===== config.mk =====
export PLATFORM = sky130hd
export DESIGN_NAME = nibble_frame_rx
export DESIGN_NICKNAME = d
export VERILOG_FILES = /design/src/rtl/nibble_frame_rx_pkg.sv /design/src/rtl/nibble_frame_rx_sat_counter.sv /design/src/rtl/nibble_frame_rx.sv
export SDC_FILE = /design/constraint.sdc
export NUM_CORES = 1
export LEC_CHECK = 0
export ABC_AREA = 1
export ABC_CLOCK_PERIOD_IN_PS = 1200
export CAP_MARGIN = 25
export CELL_PAD_IN_SITES_DETAIL_PLACEMENT = 1
export CELL_PAD_IN_SITES_GLOBAL_PLACEMENT = 1
export CORE_MARGIN = 4
export CORE_UTILIZATION = 34
export CTS_CLUSTER_DIAMETER = 200
export DETAILED_ROUTE_END_ITERATION = 8
export HOLD_SLACK_MARGIN = 0.12
export PLACE_DENSITY_LB_ADDON = 0.1
export SLEW_MARGIN = 20
export SYNTH_ARGS = -nofsm -noshare
export SYNTH_HDL_FRONTEND = slang
export SYNTH_SLANG_ARGS = --single-unit

===== constraint.sdc =====
create_clock -name clk -period 1.2 [get_ports clk]
set_input_delay 0.24 -clock clk [delete_from_list [all_inputs] [get_ports clk]]
set_output_delay 0.24 -clock clk [all_outputs]
set_load 0.05 [all_outputs]

===== src/rtl/nibble_frame_rx_pkg.sv =====
// nibble_frame_rx_pkg
// Types and constants shared by the nibble frame receiver and its helpers.
//   state_t      : receiver FSM states
//   SYNC_DEFAULT : default sync word, oldest bit in [3]
//   BIT_CNT_W    : width of the data bit counter used while collecting
package nibble_frame_rx_pkg;

    typedef enum logic [1:0] {
        HUNT    = 2'd0,
        COLLECT = 2'd1,
        PARITY  = 2'd2
    } state_t;

    localparam logic [3:0] SYNC_DEFAULT = 4'b1011;
    localparam int         BIT_CNT_W    = 2;

endpackage


===== src/rtl/nibble_frame_rx_sat_counter.sv =====
// sat_counter
// Up-counter that holds at its all-ones value instead of wrapping.
// Ports:
//   clk   : system clock, rising edge
//   reset : asynchronous, active-high reset (clears q)
//   inc   : count enable, one increment per clock while high
//   q     : current count
module sat_counter #(
    parameter int W = 8
) (
    input  logic         clk,
    input  logic         reset,
    input  logic         inc,
    output logic [W-1:0] q
);

    logic [W-1:0] r_q;

    always_ff @(posedge clk or posedge reset) begin
        if (reset) begin
            r_q <= '0;
        end else if (inc && (r_q != {W{1'b1}})) begin
            r_q <= r_q + 1'b1;
        end
    end

    assign q = r_q;

endmodule


===== src/rtl/nibble_frame_rx.sv =====
// nibble_frame_rx
// Hunts for a 4-bit sync word in the window from an upstream 4-bit shift
// register, collects the following data nibble, optionally checks one
// even-parity bit, and presents the nibble with a one-cycle valid strobe.
// Saturating good-frame and parity-error counters are kept for status.
//
// state   | meaning
// --------+-----------------------------------------------------------
// HUNT    | compare window against SYNC every clock
// COLLECT | waiting for four fresh data bits to fill the window
// PARITY  | data nibble held in shadow, next bit is the parity bit
//
// Ports:
//   clk        : system clock, rising edge
//   reset      : asynchronous, active-high reset
//   win        : shift window, win[0] newest bit, win[3] oldest
//   data       : last accepted nibble, MSB = first data bit received
//   data_valid : one-cycle pulse when data updates
//   par_err    : one-cycle pulse on parity failure
//   locked     : high while in COLLECT or PARITY
//   frame_cnt  : saturating count of accepted frames
//   err_cnt    : saturating count of parity failures
module nibble_frame_rx
    import nibble_frame_rx_pkg::*;
#(
    parameter logic [3:0] SYNC      = SYNC_DEFAULT,
    parameter int         PARITY_EN = 1,
    parameter int         CNT_W     = 8
) (
    input  logic             clk,
    input  logic             reset,
    input  logic [3:0]       win,
    output logic [3:0]       data,
    output logic             data_valid,
    output logic             par_err,
    output logic             locked,
    output logic [CNT_W-1:0] frame_cnt,
    output logic [CNT_W-1:0] err_cnt
);

    localparam logic [BIT_CNT_W-1:0] LAST_BIT = {BIT_CNT_W{1'b1}};

    state_t               r_state;
    logic [BIT_CNT_W-1:0] r_cnt;
    logic [3:0]           r_shadow;
    logic [3:0]           r_data;
    logic                 r_data_valid;
    logic                 r_par_err;
    logic                 r_locked;

    logic w_nibble_done;
    logic w_parity_ok;
    logic w_frame_inc;
    logic w_err_inc;

    // Once the counter reaches its last value the window holds exactly the
    // four data bits that followed the sync word.
    assign w_nibble_done = (r_state == COLLECT) && (r_cnt == LAST_BIT);

    // Even parity over data plus parity bit.
    assign w_parity_ok = ~((^r_shadow) ^ win[0]);

    // Counter strobes are decoded from the same conditions that raise the
    // registered pulses, so counters and pulses move on the same edge.
    assign w_frame_inc = (w_nibble_done && (PARITY_EN == 0)) ||
                         ((r_state == PARITY) && w_parity_ok);
    assign w_err_inc   = (r_state == PARITY) && !w_parity_ok;

    always_ff @(posedge clk or posedge reset) begin
        if (reset) begin
            r_state      <= HUNT;
            r_cnt        <= '0;
            r_shadow     <= '0;
            r_data       <= '0;
            r_data_valid <= 1'b0;
            r_par_err    <= 1'b0;
            r_locked     <= 1'b0;
        end else begin
            r_data_valid <= 1'b0;
            r_par_err    <= 1'b0;
            case (r_state)
                HUNT: begin
                    // An X in the window makes the compare unknown, which
                    // falls through as a non-match.
                    if (win == SYNC) begin
                        r_state  <= COLLECT;
                        r_cnt    <= '0;
                        r_locked <= 1'b1;
                    end
                end
                COLLECT: begin
                    // Sync-looking data is ignored here; only the counter
                    // decides when the nibble is complete.
                    if (r_cnt == LAST_BIT) begin
                        if (PARITY_EN != 0) begin
                            r_shadow <= win;
                            r_state  <= PARITY;
                        end else begin
                            r_data       <= win;
                            r_data_valid <= 1'b1;
                            r_state      <= HUNT;
                            r_locked     <= 1'b0;
                        end
                    end else begin
                        r_cnt <= r_cnt + 1'b1;
                    end
                end
                PARITY: begin
                    if (w_parity_ok) begin
                        r_data       <= r_shadow;
                        r_data_valid <= 1'b1;
                    end else begin
                        r_par_err <= 1'b1;
                    end
                    r_state  <= HUNT;
                    r_locked <= 1'b0;
                end
                default: begin
                    r_state  <= HUNT;
                    r_locked <= 1'b0;
                end
            endcase
        end
    end

    sat_counter #(.W(CNT_W)) u_frame_cnt (
        .clk   (clk),
        .reset (reset),
        .inc   (w_frame_inc),
        .q     (frame_cnt)
    );

    sat_counter #(.W(CNT_W)) u_err_cnt (
        .clk   (clk),
        .reset (reset),
        .inc   (w_err_inc),
        .q     (err_cnt)
    );

    assign data       = r_data;
    assign data_valid = r_data_valid;
    assign par_err    = r_par_err;
    assign locked     = r_locked;

endmodule

# == Word level (Yosys, flattened, before mapping) ==
# Cells that the tools add are included.
# Widths: inputs -> output; s select.
# totals
regBits,31
input_bits,6
out_inout_bits,23
word_cells,48
# classes
addsub,3
n_eq_ne,9
mux,12
bitwise,3
n_reduce_logical,12
# ops
op,n
$add 8x1->8 const B,2
$ne 8x8->1 const B,2
$mux 2,4
$pmux 2 s2,2
$reduce_and 2->1,4
$mux 1,5
$eq 2x2->1 const B,2
$eq 4x4->1 const B,1
$logic_and 1x1->1,4
$ne 2x2->1 const B,2
$reduce_xor 4->1,1
$reduce_and 3->1,1
$add 2x1->2 const B,1
$eq 2x1->1 const B,1
$logic_not 2->1,1
$ne 2x1->1 const B,1
$not 1->1,2
$pmux 1 s2,1
$reduce_bool 2->1,1
$xor 1x1->1,1

# == Depth between registers and ports, before layout ==
# depth
word_depth,5
ltp_mapped,10
depth_no_buf,10

# == By module ==
# A second synthesis with hierarchy kept.
# hier_totals
cells_unflattened,200
hier_area_um2,1637.8
# by_module_without_submodules
mod,n_inst,cells_per_inst,area_each_um2,seq_area_each_um2
sat_counter,2,63,473.0,200.2
nibble_frame_rx,1,74,691.9,375.4

# == Worst setup path before layout ==
# OpenSTA, ideal clock, no wires.
# synth_path
path_type,reg-to-reg
from,"register u_err_cnt.r_q[1], in the netlist u_err_cnt.q[1]"
to,"register u_err_cnt.r_q[2], in the netlist u_err_cnt.q[2]"
t_arrival_ns,1.662
slack_ns,-0.528
stages_incl_launch_ff,8
path_buffers,0
synth_period_minus_slack_ns,1.728
cell_sequence,dfrtp_1 > ha_1 > nand2_1 > nor2_2 > nand4_2 > nand4_2 > nand2_1 > nand2_1
# synth_via
elab_chain_cells,2
word_cells_on_any_way,3
cone_classes,add/sub: 1; eq/ne: 1; reduce/logical: 1
# synth_lines
item,line,text
start: declaration,nibble_frame_rx_sat_counter.sv:17,logic [W-1:0] r_q;
start signal: assignment,nibble_frame_rx_sat_counter.sv:23,r_q <= r_q + 1'b1;
"parallel branches: the longest is 2 deep, another holds $add 8x1->8",n/a,
# Several ways; the timed one is not identified.
# A chain may end at the register's enable or synchronous reset.

# == Worst setup path after layout ==
# layout_path
from,register r_shadow[2]
to,"register u_err_cnt.r_q[6], in the netlist u_err_cnt.q[6]"
# layout_via
elab_chain_cells,4
# layout_lines
item,line,text
start: declaration,nibble_frame_rx.sv:45,logic [3:0] r_shadow;
start signal: assignment,nibble_frame_rx.sv:96,r_shadow <= win;
$reduce_xor 4->1,nibble_frame_rx.sv:61,assign w_parity_ok = ~((^r_shadow) ^ win[0]);
$xor 1x1->1,nibble_frame_rx.sv:61,
$logic_and 1x1->1,nibble_frame_rx.sv:67,assign w_err_inc = (r_state == PARITY) && !w_parity_ok;
$logic_and 1x1->1,nibble_frame_rx_sat_counter.sv:22,end else if (inc && (r_q != {W{1'b1}})) begin
# Every way passes these cells.

==> load_flow_metrics.sql <==
INSERT INTO impl_metrics (metric_group, metric, value, unit) VALUES
('global_route', 'gr-max-usage-layer', 'met2', ''),
('global_route', 'first_pass_grt_wire_length', '9.20', 'mm'),
('global_route', 'met2_usage', '36.1', '%'),
('critical_path', 'timing.critical_path.required', '1.39', 'ns'),
('detailed_routing', 'wl_per_cell', '15.8', 'µm'),
('clocking', 'worst_skew_pair.late_latency', '0.30', 'ns'),
('place', 'postPlaceCellArea', '2660', 'µm²'),
('critical_path', 'crit_chain', 'inv_2 > nand2_4 > nand2_2 > nand2_4 > nand2_4 > nand2_4 > buf_6 > nand4_4 > nand2_2 > nand2_1', ''),
('floorplan', 'die_area', '6010', 'µm²'),
('critical_path', 'critPathSlowestCell', 'dfrtp_1', ''),
('global_route', 'grt_max_degree', '32', ''),
('yosys', 'syn_inst', '207', ''),
('floorplan', 'chipWidth', '77.5', 'µm'),
('yosys', 'synth_area', '1640', 'µm²'),
('clocking', 'clk_transition_reported_paths', '0.07', 'ns'),
('yosys', 'yosys_register_bits', '31', ''),
('detailed_routing', 'num_vias', '1804', ''),
('detailed_routing', 'avgViaCountPerCell', '5.08', ''),
('place', 'io_buffers', '28', ''),
('sta', 'max-slew-margin-rel', '83.2', '%'),
('clocking', 'ctsRootBufferMaster', 'clkbuf_8', ''),
('power_and_ir_drop', 'ir_drop', '1.62', 'mV'),
('clocking', 'cts_tree', 'yes', ''),
('final_layout', 'num_antenna_cells', '0', ''),
('sta', 'report.final.setup_viol', '35', ''),
('global_route', 'grt_pass1_vias', '1961', ''),
('critical_path', 'worstRegToRegCells', '10', ''),
('job', 'maxCapViolations', '0', ''),
('critical_path', 'critical_path.max_fanout', '8', ''),
('floorplan', 'core_region_area', '4690', 'µm²'),
('final_layout', 'postLayoutCoreUtil', '65.1', '%'),
('global_route', 'global_route.usage.met3', '3.83', '%'),
('status', 'status', 'finished with violations', ''),
('critical_path', 'worst_flop_to_flop_path_startpoint', 'r_shadow[2]', ''),
('final_layout', 'finalNonFillerCells', '355', ''),
('critical_path', 'crit_arrival', '1.66', 'ns'),
('sta', 'unrepaired_setup_endpoints_after_global_routing', 'yes', ''),
('detailed_routing', 'first_pass_iters', '4', ''),
('critical_path', 'critPathMaxStageDelay', '0.40', 'ns'),
('yosys', 'synthDistinctLibCells', '21', ''),
('yosys', 'synthesized_area_divided_by_synthesized_cell_count', '7.94', 'µm²'),
('detailed_routing', 'drt_first_iter_violations', '55', ''),
('global_route', 'globalRoute.totalOverflow', '0', ''),
('sta', 'clock.fmax', '680', 'MHz'),
('clocking', 'hold_buffers', '0', ''),
('power_and_ir_drop', 'power_density', '1950', 'nW/µm²'),
('yosys', 'yosys_warnings', '0', ''),
('status', 'violated_checks', 'negative setup slack', ''),
('clocking', 'clock_buffers_created_by_tritoncts', '5', ''),
('floorplan', 'die_height', '77.5', 'µm'),
('sta', 'finalWorstSetupSlack', '-0.270', 'ns'),
('critical_path', 'setup.worst_path.start', 'r_shadow[2]', ''),
('min_path', 'worst_hold_path_type', 'input pin to async pin', ''),
('global_route', 'met1_track_demand_over_resource_in_global_routing', '21.4', '%'),
('critical_path', 'worst_setup_path_type', 'register to register', ''),
('final_layout', 'drive_above_1_share', '48.5', '%'),
('final_layout', 'register_area', '796', 'µm²'),
('clocking', 'clkSinkCount', '31', ''),
('final_layout', 'finalNetCount', '309', ''),
('final_layout', 'area_of_all_placed_cells_without_fillers', '3050', 'µm²'),
('place', 'gpl.final_weighted_congestion', '0.784', ''),
('global_route', 'gr-usage-all-layers', '19.2', '%'),
('final_layout', 'multi_input_comb_area', '956', 'µm²'),
('final_layout', 'fill_cells', '515', ''),
('sta', 'slew_violations', '0', ''),
('yosys', 'synthesis.nets', '216', ''),
('final_layout', 'areaGrowthSynthToFinish', '85.9', '%'),
('floorplan', 'floorplan.initialDensity', '35.0', '%'),
('floorplan', 'row_count', '25', ''),
('critical_path', 'worst_setup_path_end_kind', 'register', ''),
('detailed_routing', 'drt-total-wl', '5.61', 'mm');
synth_stat cells:
| library cell | n | area (µm²) |
|---|---|---|
| a21oi_1 | 1 | 5.00 |
| buf_2 | 2 | 10.0 |
| buf_6 | 1 | 11.3 |
| dfrtp_1 | 31 | 776 |
| ha_1 | 3 | 37.5 |
| inv_1 | 21 | 78.8 |
| inv_2 | 1 | 3.75 |
| nand2_1 | 81 | 304 |
| nand2_2 | 2 | 12.5 |
| nand3_1 | 17 | 85.1 |
| nand3b_1 | 1 | 7.51 |
| nand4_1 | 20 | 125 |
| nand4_2 | 3 | 37.5 |
| nor2_1 | 5 | 18.8 |
| nor2_2 | 2 | 12.5 |
| nor3_1 | 1 | 5.00 |
| nor3_2 | 1 | 10.0 |
| o21ai_0 | 5 | 25.0 |
| o31ai_1 | 1 | 7.51 |
| xnor2_1 | 4 | 35.0 |
| xor2_1 | 4 | 35.0 |
flip-flops by register name, indices dropped and copies added (netlist names):
register	count
r_shadow	4
u_frame_cnt.q	8
r_cnt	2
r_state	2
data	4
data_valid	1
locked	1
u_err_cnt.q	8
par_err	1
routing by layer:
layer | vias up | wire, µm
met5 | - | 0
met4 | 0 | 126
met3 | 13 | 181
met2 | 32 | 3140
met1 | 894 | 2160
li1 | 865 | -
logic make-up (layout without fill, tap and decap cells):
kind of cell / count (synthesis) / count (layout) / synth area share [%]
simple gates: 133 / 133 / 37.6
compound gates: 7 / 7 / 2.28
xor+xnor: 8 / 8 / 4.26
fa+ha+maj: 3 / 3 / 2.29
flops: 31 / 31 / 47.2
buf+inv: 25 / 119 / 6.32
critical path, delay by kind of cell (launching register included):
family | cells | cell delay [ns]
buffers and inverters | 2 | 0.17
DFF | 1 | 0.40
and+or+nand+nor | 8 | 0.78
worst paths after layout:
check                            endpoint  slack (ns)
max in group asynchronous  u_err_cnt.q[2]        0.70
min                           r_shadow[3]        0.30
max                        u_err_cnt.q[6]       -0.27
min reg2reg                      r_cnt[1]        0.53
min in group clk                   locked        0.47
max reg2reg                u_err_cnt.q[6]       -0.27
power breakdown:
part	total [mW]	switching (mW)	internal, mW
combinational	3.53	1.82	1.70
sequential	1.60	0.308	1.30
clock	0.840	0.443	0.397
through the flow:
stage / hold WS (ns) / setup slack, ns / total power [mW]
6_report: 0.298 / -0.270 / 5.97
2_1_floorplan: 0.343 / -0.194 / 2.95
3_3_place_gp: 0.472 / -0.495 / 4.41
5_1_grt: 0.317 / -0.354 / 6.33
4_1_cts: 0.307 / -0.197 / 5.80
3_5_place_dp: 0.518 / -0.626 / 4.52
cell type report:
type	count	share of cell area [%]
clock inverters	3	0.492
flip-flops and latches	31	26.1
repair buffers	89	35.0
multi-input cells	151	31.3
well taps	54	2.21
clock buffers	5	2.25
inverters	22	2.70
repair_timing:
item,4_1_cts,5_1_grt
resized for setup,36,16
setup buffers,14,7
cloned,0,0
setup endpoints to repair,38,45
pin swaps,14,6
No activity file was read; power rests on OpenSTA's default activity.
